==> config.mk <==
export PLATFORM = sky130hd
export DESIGN_NAME = program_counter
export DESIGN_NICKNAME = d
export VERILOG_FILES = /design/src/rtl/program_counter.sv
export SDC_FILE = /design/constraint.sdc
export NUM_CORES = 1
export LEC_CHECK = 0
export CAP_MARGIN = 20
export CORE_MARGIN = 5
export CORE_UTILIZATION = 42
export DETAILED_ROUTE_END_ITERATION = 10
export GPL_TIMING_DRIVEN = 1
export PLACE_DENSITY_LB_ADDON = 0.12
export SYNTH_ARGS = -nofsm -noshare
export SYNTH_HDL_FRONTEND = slang
export SYNTH_SLANG_ARGS = --single-unit
==> constraint.sdc <==
create_clock -name clk -period 2.2 [get_ports clk]
set_input_delay 0.22 -clock clk [delete_from_list [all_inputs] [get_ports clk]]
set_output_delay 0.22 -clock clk [all_outputs]
set_load 0.01 [all_outputs]
==> src/rtl/program_counter.sv <==
// Program counter: one WIDTH-bit PC register loaded from Address every
// rising clk edge, plus a registered PC+INCR (next-sequential) output.
//
// Parameters:
//   WIDTH      - address width
//   RESET_ADDR - PC value held while rst is high
//   INCR       - next-sequential step (word addressed, default 1)
//
// Ports:
//   clk              - clock, rising edge
//   rst              - asynchronous active-high reset
//   Address          - next-PC value from upstream next-PC logic
//   Out_Addr1        - current PC
//   Out_Addr2_plus_1 - current PC + INCR (mod 2^WIDTH)
//   pc_wrap          - only with PC_WRAP_FLAG_EN defined: high for the
//                      cycle in which PC + INCR overflowed WIDTH bits
//
// Build option: define PC_WRAP_FLAG_EN to add the pc_wrap output.

module program_counter #(
    parameter int unsigned          WIDTH      = 32,
    parameter logic [WIDTH-1:0]     RESET_ADDR = '0,
    parameter logic [WIDTH-1:0]     INCR       = WIDTH'(1)
) (
    input  logic             clk,
    input  logic             rst,
    input  logic [WIDTH-1:0] Address,
    output logic [WIDTH-1:0] Out_Addr1,
`ifdef PC_WRAP_FLAG_EN
    output logic             pc_wrap,
`endif
    output logic [WIDTH-1:0] Out_Addr2_plus_1
);

    localparam logic [WIDTH-1:0] LP_RST_INC = RESET_ADDR + INCR;

    logic [WIDTH-1:0] r_pc;
    logic [WIDTH-1:0] r_pc_inc;
    logic [WIDTH-1:0] w_pc_inc;

    // The incremented value is precomputed from Address and captured on
    // the same edge as the PC, so both outputs come straight from flops
    // and change together; nothing combinational reaches the outputs.
`ifdef PC_WRAP_FLAG_EN
    logic [WIDTH:0] w_sum;
    logic           r_wrap;

    assign w_sum    = {1'b0, Address} + {1'b0, INCR};
    assign w_pc_inc = w_sum[WIDTH-1:0];

    always_ff @(posedge clk or posedge rst) begin
        if (rst) begin
            r_wrap <= 1'b0;
        end else begin
            r_wrap <= w_sum[WIDTH];
        end
    end

    assign pc_wrap = r_wrap;
`else
    assign w_pc_inc = Address + INCR;
`endif

    always_ff @(posedge clk or posedge rst) begin
        if (rst) begin
            r_pc     <= RESET_ADDR;
            r_pc_inc <= LP_RST_INC;
        end else begin
            r_pc     <= Address;
            r_pc_inc <= w_pc_inc;
        end
    end

    assign Out_Addr1        = r_pc;
    assign Out_Addr2_plus_1 = r_pc_inc;

endmodule

==> flow_summary.toml <==
[clock_network]
cts_buffers = 9
cts_resized = 0
postCtsSetupRepairBufs = 0
path_clk_slew_ns = 0.07
cts_tree = "built"
cts.hold.buffers_added = 0
clockBufferDepth = 2
h-tree-depth = 3
cts-root-buf = "clkbuf_8"
cts_num_sinks = 64

[timing]
rsz0062_at_grt = "false"
relSlewSlack_pct = 68.79
tightest_slew_ns = 0.4639
drv_slew = 0
setup_viol = 0
fmax_mhz = 604.0
finalHoldViolCount = 0
fin_setup_tns_ns = 0
finalCritPeriodShare_pct = 75.26
finalCriticalPeriod_ns = 1.656

[die]
die_h_um = 83.86
dieArea_um2 = 7032
start_util_pct = 44.01
num_io_pins = 98
fp.dieW_um = 83.86
design.core.area_um2 = 5205
rows = 26

[detailed_routing]
totalWireLength_um = 5170
drt-initial-drc-count = 72
avgViaCountPerCell = 4.557
routedWlPerCell_um = 14.99
dr.pass1.iters = 4
ant_nets = 0
dr_total_vias = 1572
route.detailed.drc = 0

[finish]
final-seq-area_um2 = 1603
diodes = 0
nFillCells = 389
drive_gt1_share_pct = 10.91
nNetsFinal = 306
area_growth_pct = 55.87
multi_input_area_um2 = 646.9

[min_path]
worst_hold_path_type = "input port to asynchronous set/reset pin"

[logic_synthesis]
synth_top_area_share_pct = 68.81
syn-num-nets = 196
postSynthCellCount = 161
syn_avg_cell_area_um2 = 14.23
ys_seq_elements = 64
synth.largest_area_cell = "dfrtp_1"
syn_area_um2 = 2291
synth.area.top_cells = "dfrtp_1 (69%), xor2_1 (7.3%), xnor2_1 (4.2%)"
synth.distinct_cells = 22
yosysWarnings = 0
ys_seq_area_share_pct = 69.96

[global_route]
grt_max_degree = 65
gr-total-overflow = 0
track_usage_pct = 15.86
grt_pass1_vias = 1650
grt_pass1_wl_um = 8362
antenna_found_initial = 0

[place]
place_congestion = 0.7660
dpl.hpwl_um = 3765
numPortBuffers = 97

[pwr]
finalPower_uw = 2549
vdd_drop_max_uv = 514.6
power_density_nw_per_um2 = 713.8
leakagePower_uw = 0.001486

[outcome]
status = "finished clean"

[critical_path]
cp-end-kind = "flop"
arrival_ns = 1.90
cp-start-kind = "input port"
critPathKind = "input port to flop"
crit_fanout = 8
crit_required_ns = 2.45

[run]
maxCapViolCount = 0
flip-flops by register name, indices dropped and copies added (netlist names):
name / cells
Out_Addr1: 32
Out_Addr2_plus_1: 32
path summary, 6_finish.rpt:
check / slack (ns) / from / depth (start not counted) / endpoint
min in group clk: 0.39 / Address[31] / 1 / Out_Addr1[31]
max in group asynchronous: 1.65 / rst / 3 / Out_Addr2_plus_1[0]
worst min-delay path: 0.27 / rst / 3 / Out_Addr1[0]
worst max-delay path: 0.54 / Address[1] / 6 / Out_Addr2_plus_1[24]
synthesized netlist by cell type (all sizes together):
cell type,count
and3,5
and4,5
buf,4
dfrtp,63
dfstp,1
ha,1
inv,5
nand2,10
nand3,13
nand4,4
nor2,4
nor2b,1
nor3,4
nor3b,1
nor4,10
xnor2,11
xor2,19
worst max-delay path: stages:
cell and delay [ns]:
clkdlybuf4s50_1 0.54, ha_1 0.19, and3_1 0.26, nand3_2 0.21, nor4_1 0.27, xor2_1 0.20
power breakdown:
part,internal [uW],switching (uW)
combinational,190,145
clock,542,416
sequential,1240,16.0
total,1970,577
area by class of cell:
type | count | area share [%]
sequential | 64 | 44.88
timing repair buffer | 103 | 28.80
multi-input combinational | 88 | 18.11
clock buffer | 11 | 3.959
tap | 70 | 2.453
clock inverter | 4 | 1.261
inverter | 5 | 0.5256
kinds of logic after synthesis:
group | after synthesis | share of synthesized area [%]
fa+ha+maj | 1 | 0.5461
buf+inv | 9 | 1.802
simple gates | 57 | 16.22
xor+xnor | 30 | 11.47
flops | 64 | 69.96
placed cells by master (no fill, tap or decap), types with 2 or more instances in the layout:
cell type / n
clkinv_2: 3
xnor2_1: 11
buf_4: 5
nor3_1: 4
inv_1: 4
nand4_1: 4
xor2_1: 19
clkbuf_8: 10
clkdlybuf4s50_1: 97
nor4_1: 6
nand3_1: 10
dfrtp_1: 63
nand3_4: 2
and4_1: 5
nor2_1: 4
nor4_2: 4
nand2_1: 9
and3_1: 5
through the flow:
| step | cells | util [%] | hold WS [ns] | area, um2 | setup WS [ns] |
|---|---|---|---|---|---|
| after global placement | 330 | 65.02 | 0.6407 | 3385 | 0.2092 |
| after detailed placement | 330 | 65.02 | 0.6366 | 3385 | 0.1959 |
| after global routing | 345 | 68.61 | 0.3037 | 3571 | 0.3601 |
| final | 345 | 68.61 | 0.2662 | 3571 | 0.5443 |
| after CTS | 345 | 68.61 | 0.2728 | 3571 | 0.5410 |
| after floorplan | 161 | - | 0.2462 | 2291 | 0.3836 |
routing by layer:
metal	part of all wire [%]	up-vias	GRT usage (%)	wire, um
li1	-	765	-	-
met1	41	746	18.71	2120
met2	48	51	24.58	2503
met3	8.2	10	5.824	422
met4	2.4	0	9.649	123
met5	0	-	0	0
No activity file was read; power rests on OpenSTA's default activity.
